`config.mk`:
```
export PLATFORM = sky130hd
export DESIGN_NAME = fetch_unit_pf_flat
export DESIGN_NICKNAME = d
export VERILOG_FILES = /design/src/rtl/fetch_unit_pf_if.sv /design/src/rtl/fetch_unit_pf.sv /design/src/flat_wrapper.sv
export SDC_FILE = /design/constraint.sdc
export NUM_CORES = 1
export LEC_CHECK = 0
export CAP_MARGIN = 10
export CELL_PAD_IN_SITES_DETAIL_PLACEMENT = 0
export CELL_PAD_IN_SITES_GLOBAL_PLACEMENT = 2
export CORE_MARGIN = 10
export CORE_UTILIZATION = 39
export DETAILED_ROUTE_END_ITERATION = 7
export GPL_ROUTABILITY_DRIVEN = 0
export PLACE_DENSITY_LB_ADDON = 0.1
export SLEW_MARGIN = 5
export SYNTH_ARGS = -nofsm -noshare
export SYNTH_HDL_FRONTEND = slang
export SYNTH_SLANG_ARGS = --single-unit
```
`constraint.sdc`:
```
create_clock -name clk -period 19.4 [get_ports clk]
set_clock_uncertainty 0.2 [all_clocks]
set_input_delay 3.88 -clock clk [delete_from_list [all_inputs] [get_ports clk]]
set_output_delay 3.88 -clock clk [all_outputs]
set_load 0.005 [all_outputs]
```
`src/rtl/fetch_unit_pf_if.sv`:
```
// Fetch unit bus bundle: instruction-memory read port plus decode-side valid/ready handshake.
// master = fetch unit, slave = memory/decode environment.
interface fetch_unit_pf_if #(
    parameter int ADDR_W  = 10,
    parameter int INSTR_W = 32
);
    logic               imem_req;
    logic [ADDR_W-1:0]  imem_addr;
    logic [INSTR_W-1:0] imem_rdata;
    logic               out_valid;
    logic               out_ready;
    logic [INSTR_W-1:0] out_instr;
    logic [ADDR_W-1:0]  out_pc;

    modport master (
        output imem_req, imem_addr, out_valid, out_instr, out_pc,
        input  imem_rdata, out_ready
    );

    modport slave (
        input  imem_req, imem_addr, out_valid, out_instr, out_pc,
        output imem_rdata, out_ready
    );
endinterface

```
`src/rtl/fetch_unit_pf.sv`:
```
// Prefetching instruction fetch unit: 1-cycle imem, DEPTH-entry {pc, instr} buffer, branch flush.
// Optional FETCH_PERF_CNT_EN adds saturating stall/flush counters.
module fetch_unit_pf #(
    parameter int              ADDR_W   = 10,
    parameter int              INSTR_W  = 32,
    parameter int              DEPTH    = 4,
    parameter logic [ADDR_W-1:0] RESET_PC = '0
) (
    input  logic              clk,
    input  logic              reset,
    input  logic              en,
    input  logic              branch,
    input  logic [ADDR_W-1:0] branch_addr,
    fetch_unit_pf_if.master   bus
`ifdef FETCH_PERF_CNT_EN
    ,
    output logic [31:0]       perf_stall_cnt,
    output logic [31:0]       perf_flush_cnt
`endif
);
    localparam int PTR_W = $clog2(DEPTH);
    localparam int CNT_W = PTR_W + 1;

    logic [ADDR_W-1:0]  pc;
    logic [ADDR_W-1:0]  req_pc;
    logic               inflight;
    logic [CNT_W-1:0]   count;
    logic [PTR_W-1:0]   rd_ptr;
    logic [PTR_W-1:0]   wr_ptr;
    logic [INSTR_W-1:0] instr_mem [DEPTH];
    logic [ADDR_W-1:0]  pc_mem    [DEPTH];

    logic               pop_req;
    logic               pop;
    logic               fill;
    logic               issue;
    logic [CNT_W:0]     occupancy;

    assign bus.out_valid = (count != '0);
    assign pop_req       = bus.out_valid & bus.out_ready;
    assign pop           = pop_req & ~branch;
    assign fill          = inflight & ~branch;

    // Slots already committed after this cycle's pop; a new request needs one more free.
    assign occupancy = (CNT_W+1)'(count) + (CNT_W+1)'(inflight) - (CNT_W+1)'(pop_req);
    assign issue     = ~reset & en & ~branch & (occupancy < (CNT_W+1)'(DEPTH));

    assign bus.imem_req  = issue;
    assign bus.imem_addr = pc;
    assign bus.out_instr = instr_mem[rd_ptr];
    assign bus.out_pc    = pc_mem[rd_ptr];

    // NOTE: all sequential state uses non-blocking assignments so every register samples pre-edge values.
    always_ff @(posedge clk or posedge reset) begin
        if (reset) begin
            pc       <= RESET_PC;
            req_pc   <= '0;
            inflight <= 1'b0;
            count    <= '0;
            rd_ptr   <= '0;
            wr_ptr   <= '0;
        end else if (branch) begin
            pc       <= branch_addr;
            inflight <= 1'b0;
            count    <= '0;
            rd_ptr   <= '0;
            wr_ptr   <= '0;
        end else begin
            if (issue) begin
                pc     <= pc + 1'b1;
                req_pc <= pc;
            end
            inflight <= issue;
            if (fill) wr_ptr <= wr_ptr + 1'b1;
            if (pop)  rd_ptr <= rd_ptr + 1'b1;
            count <= count + CNT_W'(fill) - CNT_W'(pop);
        end
    end

    // NOTE: the buffer storage is reset so the head fields read zero out of reset; it is only DEPTH entries.
    always_ff @(posedge clk or posedge reset) begin
        if (reset) begin
            instr_mem <= '{default: '0};
            pc_mem    <= '{default: '0};
        end else if (fill) begin
            instr_mem[wr_ptr] <= bus.imem_rdata;
            pc_mem[wr_ptr]    <= req_pc;
        end
    end

`ifdef FETCH_PERF_CNT_EN
    always_ff @(posedge clk or posedge reset) begin
        if (reset) begin
            perf_stall_cnt <= '0;
            perf_flush_cnt <= '0;
        end else begin
            if (en && !bus.out_valid && perf_stall_cnt != '1)
                perf_stall_cnt <= perf_stall_cnt + 32'd1;
            if (branch && perf_flush_cnt != '1)
                perf_flush_cnt <= perf_flush_cnt + 32'd1;
        end
    end
`endif

endmodule

```
`src/flat_wrapper.sv`:
```
// flat-port wrapper written by rule: the top's interface ports become plain ports
module fetch_unit_pf_flat 
#(
    parameter int              ADDR_W   = 10,
    parameter int              INSTR_W  = 32,
    parameter int              DEPTH    = 4,
    parameter logic [ADDR_W-1:0] RESET_PC = '0
)
  (clk, reset, en, branch, branch_addr, bus_imem_req, bus_imem_addr, bus_out_valid, bus_out_instr, bus_out_pc, bus_imem_rdata, bus_out_ready);
  fetch_unit_pf_if #(.ADDR_W(ADDR_W), .INSTR_W(INSTR_W)) bus_i ();
  input  logic clk;
  input  logic reset;
  input  logic en;
  input  logic branch;
  input  logic [ADDR_W-1:0] branch_addr;
  output wire logic [$bits(bus_i.imem_req)-1:0] bus_imem_req;
  output wire logic [$bits(bus_i.imem_addr)-1:0] bus_imem_addr;
  output wire logic [$bits(bus_i.out_valid)-1:0] bus_out_valid;
  output wire logic [$bits(bus_i.out_instr)-1:0] bus_out_instr;
  output wire logic [$bits(bus_i.out_pc)-1:0] bus_out_pc;
  input wire logic [$bits(bus_i.imem_rdata)-1:0] bus_imem_rdata;
  input wire logic [$bits(bus_i.out_ready)-1:0] bus_out_ready;
  assign bus_imem_req = bus_i.imem_req;
  assign bus_imem_addr = bus_i.imem_addr;
  assign bus_out_valid = bus_i.out_valid;
  assign bus_out_instr = bus_i.out_instr;
  assign bus_out_pc = bus_i.out_pc;
  assign bus_i.imem_rdata = bus_imem_rdata;
  assign bus_i.out_ready = bus_out_ready;
  fetch_unit_pf #(.ADDR_W(ADDR_W), .INSTR_W(INSTR_W), .DEPTH(DEPTH), .RESET_PC(RESET_PC)) u_core (.clk(clk), .reset(reset), .en(en), .branch(branch), .branch_addr(branch_addr), .bus(bus_i));
endmodule
```
==> impl_metrics.toml, run 1 <==
[worst_setup_path]
max_stage_delay_ns = 0.68
critical_path.slowest_cell = "nor2_1"
arrival_ns = 7.27
cp-start-kind = "primary input"
cp.required_ns = 15.32
worstPathCellList = "clkdlybuf4s50_1, and2_1, ha_1, inv_1, ha_1, and3b_1, or4_1, and2_4, nor2_1, clkdlybuf4s50_1"
reg2reg_setup_slack_ns = 15.56
critPathMaxFanout = 11
reg2regPathDepth = 10
criticalPathCategory = "in2out"
end_kind = "output pin"

[min_path]
hold_depth = 1
worstHoldPathType = "reg2reg"

[timing]
tightest_slew_ns = 0.995
max_freq_ghz = 0.0881
rsz0062_at_grt = "no"
setup_viol = 0
period_needed_ns = 11.35
fin_tns_setup_ns = 0
relSlewSlack_pct = 33.7
maxSlewViolCount = 0
hold_violations = 0
fin_crit_sh_pct = 58.5
hold_ws_ns = 0.303
fin_ws_ns = 8.05

[clock_network]
numCtsBuffers = 17
cts_tree = "done"
holdBufCountCts = 0
root_buffer = "clkbuf_16"
htreeDepth = 4
cts.sinks = 196
clock_path_buffers = 2
postCtsSetupBuffers = 0
postCtsResizedCells = 0
clkTransAtPathRegs_ns = 0.07
clock_latency_ns = 0.42

[die]
die_h_um = 169
die_w_um = 169
start_util_pct = 39.6
io_pins = 101
core_area_um2 = 21800
die-area_um2 = 28500
std_cell_rows = 54

[grt]
grt_overflow = 0
grt_usage_pct = 13.8
grt_max_degree = 120
grt_first_pass_wirelength_um = 31100
grt_pass1_vias = 5533
antenna_found_initial = 0

[detailed_routing]
vias = 4907
ant_nets = 0
avgRoutedWirePerCell_um = 20.3
via_per_inst = 5.26
drt_iter0_drc = 185
dr.pass1.iters = 4
drc = 0
routed_wl_um = 18900

[synthesis]
synth_ff_type = "dfrtp_1"
synth.most_common_cell = "dfrtp_1"
synth_edf_count = 0
synth_area_um2 = 8630
async_reset_ff_share_pct = 100
synthTopCellsByArea = "dfrtp_1 (57%), mux2_2 (23%), mux4_2 (11%)"
synth_area_per_cell_um2 = 15.8
synth_commonest_cells = "dfrtp_1 (196), mux2_2 (179), mux4_2 (42), buf_1 (21), nand2_1 (15)"
synth_top_area_share_pct = 56.8
synthCells = 546
ys_seq_area_share_pct = 56.8
yosysTopAreaCell = "dfrtp_1"
synth_seq_cells = 196
syn_nets = 604
yosysUniqueCellTypes = 38
yosysWarnings = 0

[power]
switching_share_pct = 27.2
power_leakage_uw = 0.00478
power.internal_uw = 953
combPwrFrac_pct = 28.8
switchingPower_uw = 355
powerDensity_nw_per_um2 = 124
ir_drop_mv = 0.0513
seq_power_share_pct = 43.7
clkPwrFrac_pct = 27.5

[placed_design]
io_buffers = 100
place_inst = 901
place_hpwl_um = 11600
dp_slack_ns = 8.05

[run]
maxCapViolations = 0

[cells_and_area]
diodes = 0
final_core_utilization_pct = 48.2
area_growth_pct = 22.0
finalNonFillerCells = 933
nets = 698
drive_above_1_share_pct = 41.0

[status]
outcome = "finished, final reports clean"
[state kept, by name (all words and copies together) (netlist names)]
register and cells:
u_core.wr_ptr 2, u_core.inflight 1, u_core.rd_ptr 2, u_core.pc_mem 40, u_core.bus.imem_addr 10, u_core.req_pc 10
u_core.count 3, u_core.instr_mem 128
[worst paths after layout]
path                                      start                    to
setup reg to reg                u_core.count[1]      u_core.req_pc[7]
min in group asynchronous                 reset       u_core.count[2]
setup / recovery                  bus_out_ready          bus_imem_req
hold reg to reg            u_core.instr_mem[59]  u_core.instr_mem[59]
hold / removal             u_core.instr_mem[59]  u_core.instr_mem[59]
max in group asynchronous                 reset      u_core.pc_mem[8]
[cell usage in the layout, fill, tap and decap left out, types with 2 or more instances in the layout]
cell type / instances
xor2_1: 4
a211oi_1: 2
nand2_1: 11
xnor2_1: 8
inv_6: 7
nand2_2: 4
clkdlybuf4s50_1: 100
buf_4: 7
bufinv_16: 2
o21ai_0: 6
inv_8: 2
mux2_2: 179
mux2i_1: 2
clkbuf_16: 17
dfrtp_1: 194
a21oi_1: 2
mux4_2: 42
ha_1: 10
inv_1: 11
or4_1: 3
o21ai_1: 2
nor2_1: 10
nand3_1: 3
clkinvlp_4: 3
[cell type report]
type	count	area, µm²
clock inverter	14	160
tap	280	350
fill	1871	11300
clock buffer	18	439
inverter	12	52.6
timing repair buffer	107	1050
sequential	196	4910
multi-input combinational	306	3560
[power groups by stage]
| stage | combinational (µW) | sequential (µW) | clock, µW |
|---|---|---|---|
| floorplan | 229 | 537 | 0 |
| global route | 410 | 589 | 389 |
| finish | 376 | 572 | 360 |
| global placement | 380 | 578 | 0 |
| detailed placement | 385 | 584 | 0 |
| CTS | 387 | 576 | 371 |
[critical path: cells and delay by family]
family / cells / cell delay [ns]
fa+ha+maj: 2 / 0.41
buf+inv: 3 / 1.16
simple gates: 5 / 1.82
[cell families (layout without fill, tap and decap cells)]
group | after synthesis | in the layout | share of synthesized area (%)
muxes | 223 | 223 | 34.5
DFF | 196 | 196 | 56.8
buffers and inverters | 44 | 151 | 2.03
and+or+nand+nor | 42 | 42 | 2.43
AOI/OAI and AO/OA | 18 | 18 | 1.29
xor gates and xnor gates | 12 | 12 | 1.22
adders and majority gates | 11 | 11 | 1.68
[routing by layer]
metal / global-route usage, % / up-vias / wire length (µm)
met3: 3.87 / 14 / 819
met5: 0 / - / 0
met1: 17.4 / 2623 / 8450
li1: - / 2189 / -
met4: 2.95 / 0 / 130
met2: 23.1 / 81 / 9540
[metrics by stage]
| stage | total power (µW) | cell area [µm²] |
|---|---|---|
| detailed placement | 968 | 9930 |
| CTS | 1330 | 10500 |
| floorplan | 766 | 8630 |
| global route | 1390 | 10500 |
| finish | 1310 | 10500 |
| global placement | 957 | 9930 |
No activity file was read; power rests on OpenSTA's default activity.
==> run 2: changes to the inputs <==
clock period = 11.9 ns   (was 19.4 ns; I/O delays follow)
==> run 2 against run 1 <==
Total power rose by 65%. Global-route usage unchanged. Hold slack worse by 0.0015 ns. Via count shrank 1.1%. Critical endpoint unchanged. Critical path depth unchanged. Register-to-register slack worse by 7.5 ns. Clock power grew 71%. First-iteration DRC count up 3.2%. Largest cell class unchanged. Cell area grew 0.33%. Critical path type unchanged.
==> impl_metrics.toml, run 2 (synthesized netlist as in run 1, its figures left out) <==
[die]
die_h_um = 169
core_area_um2 = 21800
io_pins = 101
std_cell_rows = 54
die-area_um2 = 28500
die_w_um = 169
start_util_pct = 39.6

[worst_setup_path]
critPathMaxFanout = 11
worstPathCellList = "clkdlybuf4s50_1, and2_1, ha_1, inv_1, ha_1, and3b_1, or4_1, and2_4, nor2_1, clkdlybuf4s50_1"
arrival_ns = 5.73
crit_family = "simple AND/OR/NAND/NOR gates"
max_stage_delay_ns = 0.66
end_kind = "output pin"
criticalPathCategory = "in2out"
critical_path.slowest_cell = "clkdlybuf4s50_1"
cp-start-kind = "primary input"
cp.buffers_inverters = 3
cp.required_ns = 9.32

[power]
power.internal_uw = 1570
combPwrFrac_pct = 28.4
switching_share_pct = 27.3
ir_drop_mv = 0.103
powerDensity_nw_per_um2 = 205
switchingPower_uw = 590
power_leakage_uw = 0.00480
total_power_uw = 2160
clkPwrFrac_pct = 28.4
seq_power_share_pct = 43.2

[grt]
grt_pass1_vias = 5485
grt_max_degree = 121
grt_overflow = 0
grt_usage_pct = 13.8
antenna_found_initial = 0
grt_first_pass_wirelength_um = 30800

[clock_network]
root_buffer = "clkbuf_16"
clock_path_buffers = 2
numCtsBuffers = 17
clkTransAtPathRegs_ns = 0.07
postCtsResizedCells = 0
cts.sinks = 196
htreeDepth = 4
postCtsSetupBuffers = 0
clock_latency_ns = 0.43
holdBufCountCts = 0
cts_tree = "done"

[cells_and_area]
final_cell_mix = "dfrtp_1 (194), mux2_2 (179), clkdlybuf4s50_1 (100)"
drive_above_1_share_pct = 41.0
layout_commonest_cell = "dfrtp_1"
finalNonFillerCells = 932
diodes = 0
largest_register_ffs = 128
top_register = "u_core.instr_mem"
nFillCells = 1902
nets = 697
area_growth_pct = 22.4
reg_top3 = "u_core.instr_mem x128, u_core.pc_mem x40"

[detailed_routing]
routed_wl_um = 19100
via_per_inst = 5.21
ant_nets = 0
avgRoutedWirePerCell_um = 20.5
drt_iter0_drc = 191
drc = 0
vias = 4855
dr.pass1.iters = 4

[run]
maxCapViolations = 0

[placed_design]
dp_slack_ns = 3.59
place_hpwl_um = 11500
place_inst = 900
io_buffers = 100

[timing]
fin_crit_sh_pct = 69.8
fin_ws_ns = 3.59
relSlewSlack_pct = 34.3
rsz0062_at_grt = "no"
maxSlewViolCount = 0
max_freq_ghz = 0.120
period_needed_ns = 8.31
hold_violations = 0
fin_tns_setup_ns = 0
setup_viol = 0
tightest_slew_ns = 0.986

[min_path]
worstHoldPathType = "reg2reg"

[status]
outcome = "finished, final reports clean"
run 2: final cells by class:
cell class,count,area [µm²],share of cell area (%)
sequential,196,4910,46.5
multi-input combinational,306,3560,33.7
timing repair buffer,106,1050,9.90
clock buffer,17,425,4.03
tap,280,350,3.32
clock inverter,15,216,2.05
inverter,12,52.6,0.497
run 2: final timing paths:
| kind | start | endpoint | slack (ns) | depth (start not counted) |
|---|---|---|---|---|
| max | bus_out_ready | bus_imem_req | 3.59 | 10 |
| min | u_core.instr_mem[52] | u_core.instr_mem[52] | 0.30 | 1 |
| max reg2reg | u_core.count[1] | u_core.req_pc[7] | 8.11 | 10 |
| max in group asynchronous | reset | u_core.pc_mem[18] | 7.61 | 3 |
| min in group asynchronous | reset | u_core.count[2] | 2.38 | 2 |
| min reg2reg | u_core.instr_mem[52] | u_core.instr_mem[52] | 0.30 | 1 |
run 2: through the flow:
stage	hold WS, ns	cell area [µm²]	util (%)
final	0.302	10600	48.4
after global routing	0.311	10600	48.4
after CTS	0.304	10600	48.4
after detailed placement	0.288	9920	45.5
after global placement	0.281	9920	45.5
after floorplan	0.274	8630	-
run 2: power groups by stage:
| stage | clock, µW | sequential [µW] | combinational [µW] |
|---|---|---|---|
| 2_1_floorplan | 0 | 875 | 373 |
| 3_3_place_gp | 0 | 941 | 619 |
| 3_5_place_dp | 0 | 952 | 628 |
| 4_1_cts | 636 | 939 | 632 |
| 5_1_grt | 663 | 961 | 669 |
| 6_report | 615 | 934 | 615 |
run 2: per-layer routing:
layer | part of all wire [%] | track usage [%] | vias to the layer above
li1 | - | - | 2193
met1 | 45 | 17.6 | 2579
met2 | 50 | 22.7 | 69
met3 | 3.7 | 3.59 | 14
met4 | 0.84 | 3.63 | 0
met5 | 0 | 0 | -
==> run 3: changes to the inputs <==
CORE_UTILIZATION = 37   (was 39)
clock period = 6.9 ns   (was 11.9 ns; I/O delays follow)
==> run 3 against run 2 <==
Cell count grew 3.8%. Register-to-register slack lost 4.6 ns. Highest routed layer unchanged. Global-route usage shrank 0.38 points. Via count shrank 0.10%. Combinational power grew 71%. Critical path type unchanged. Largest cell class unchanged. Count of clock-buffer cells in the layout is the same.
==> impl_metrics.toml, run 3 (synthesized netlist as in run 1, its figures left out) <==
[worst_setup_path]
crit_end = "bus_imem_req"
max_stage_delay_ns = 0.54
worstPathCellList = "clkdlybuf4s50_1, and2_1, ha_1, inv_1, ha_1, and3b_1, or4_1, and2_4, nor2_1, clkdlybuf4s50_1"
reg2regPathDepth = 11
crit_start = "bus_out_ready"
critical_path.slowest_cell = "clkdlybuf4s50_1"
rr_startpoint = "u_core.count[1]"
cp.required_ns = 5.32
cp.buffers_inverters = 3
arrival_ns = 4.08
path_depth = 10
criticalPathCategory = "in2out"
critPathMaxFanout = 8
cp-start-kind = "primary input"
end_kind = "output pin"
reg2reg_setup_slack_ns = 3.48
crit_family = "simple AND/OR/NAND/NOR gates"
worstReg2RegEnd = "u_core.req_pc[7]"

[run]
maxCapViolations = 0

[clock_network]
postCtsSetupBuffers = 0
numCtsBuffers = 17
clock_path_buffers = 2
clkTransAtPathRegs_ns = 0.07
clock_latency_ns = 0.42
root_buffer = "clkbuf_16"
cts.sinks = 196
postCtsResizedCells = 0
htreeDepth = 4
holdBufCountCts = 0
cts_tree = "done"

[cells_and_area]
nets = 699
drive_above_1_share_pct = 41.1
largest_register_ffs = 128
final_area_um2 = 10600
area_growth_pct = 23.1
final_cell_mix = "dfrtp_1 (194), mux2_2 (179), clkdlybuf4s50_1 (100)"
reg_top3 = "u_core.instr_mem x128, u_core.pc_mem x40"
layout_commonest_cell = "dfrtp_1"
diodes = 0
finalNonFillerCells = 967
top_register = "u_core.instr_mem"
nFillCells = 1998

[power]
ir_drop_mv = 0.176
power_leakage_uw = 0.00480
powerDensity_nw_per_um2 = 350

[timing]
hold_violations = 0
fin_tns_setup_ns = 0
max_freq_ghz = 0.177
setup_viol = 0
period_needed_ns = 5.66
fin_crit_sh_pct = 82.0
tightest_slew_ns = 1.04
hold_ws_ns = 0.301
rsz0062_at_grt = "no"
relSlewSlack_pct = 30.6
maxSlewViolCount = 0

[die]
std_cell_rows = 55
die-area_um2 = 29800
io_pins = 101
die_h_um = 173
die_w_um = 173
start_util_pct = 37.9
core_area_um2 = 22800

[grt]
grt_usage_pct = 13.4
grt_overflow = 0
grt_first_pass_wirelength_um = 31900
grt_pass1_vias = 5556
grt_max_degree = 197
antenna_found_initial = 0

[min_path]
worstHoldPathType = "reg2reg"

[detailed_routing]
drt_iter0_drc = 214
top_layer_used = "met4"
vias = 4850
wl_met3_um = 789
routed_wl_um = 19300
wl_met2_um = 9920
dr.pass1.iters = 4
avgRoutedWirePerCell_um = 20.0
drc = 0
wl_met1_um = 8490
ant_nets = 0
via_per_inst = 5.02

[placed_design]
io_buffers = 100
place_inst = 935
place_hpwl_um = 11600
place_area_um2 = 9990

[status]
outcome = "finished, final reports clean"
==> run 3: final cells by class <==
cell class / instances / area (µm²) / area share (%)
Tap cell: 313 / 392 / 3.69
Timing Repair Buffer: 108 / 1070 / 10.1
Sequential cell: 196 / 4910 / 46.2
Multi-Input combinational cell: 306 / 3560 / 33.5
Clock inverter: 15 / 214 / 2.01
Clock buffer: 17 / 425 / 4.00
Inverter: 12 / 48.8 / 0.459
==> run 3: worst min-delay path by stage <==
stage | start | endpoint | slack, ns | cells after the start
4_1_cts | u_core.instr_mem[53] | u_core.instr_mem[53] | 0.30 | 1
3_5_place_dp | u_core.instr_mem[53] | u_core.instr_mem[53] | 0.29 | 1
6_report | u_core.instr_mem[53] | u_core.instr_mem[53] | 0.30 | 1
2_1_floorplan | u_core.pc_mem[17] | u_core.pc_mem[17] | 0.27 | 1
3_3_place_gp | u_core.instr_mem[63] | u_core.instr_mem[63] | 0.28 | 1
5_1_grt | u_core.instr_mem[53] | u_core.instr_mem[53] | 0.31 | 1
==> run 3: worst register-to-register path: stages, from the launching register on <==
cell and delay, ns:
dfrtp_1 0.44, or3_1 0.39, and2_1 0.21, ha_1 0.18, inv_1 0.05, ha_1 0.21
and3b_1 0.17, or4_1 0.53, and2_4 0.23, nor2_1 0.13, buf_4 0.22, mux2_2 0.35
==> run 3: metrics by stage <==
stage          power, µW  worst slack, ns  utilization, %
2_1_floorplan       2150             2.08               -
3_3_place_gp        2690             1.24            43.8
3_5_place_dp        2720             1.22            43.8
4_1_cts             3790             1.22            46.7
5_1_grt             3950             1.05            46.7
6_report            3720             1.24            46.7
==> run 3: metal layers <==
layer,global-route usage (%),up-vias
li1,-,2201
met1,16.6,2562
met2,22.7,80
met3,3.77,7
met4,2.95,0
met5,0,-
==> run 3: report_power, final <==
group          switching, µW  internal, µW
sequential               223          1390
clock                    488           560
combinational            320           735
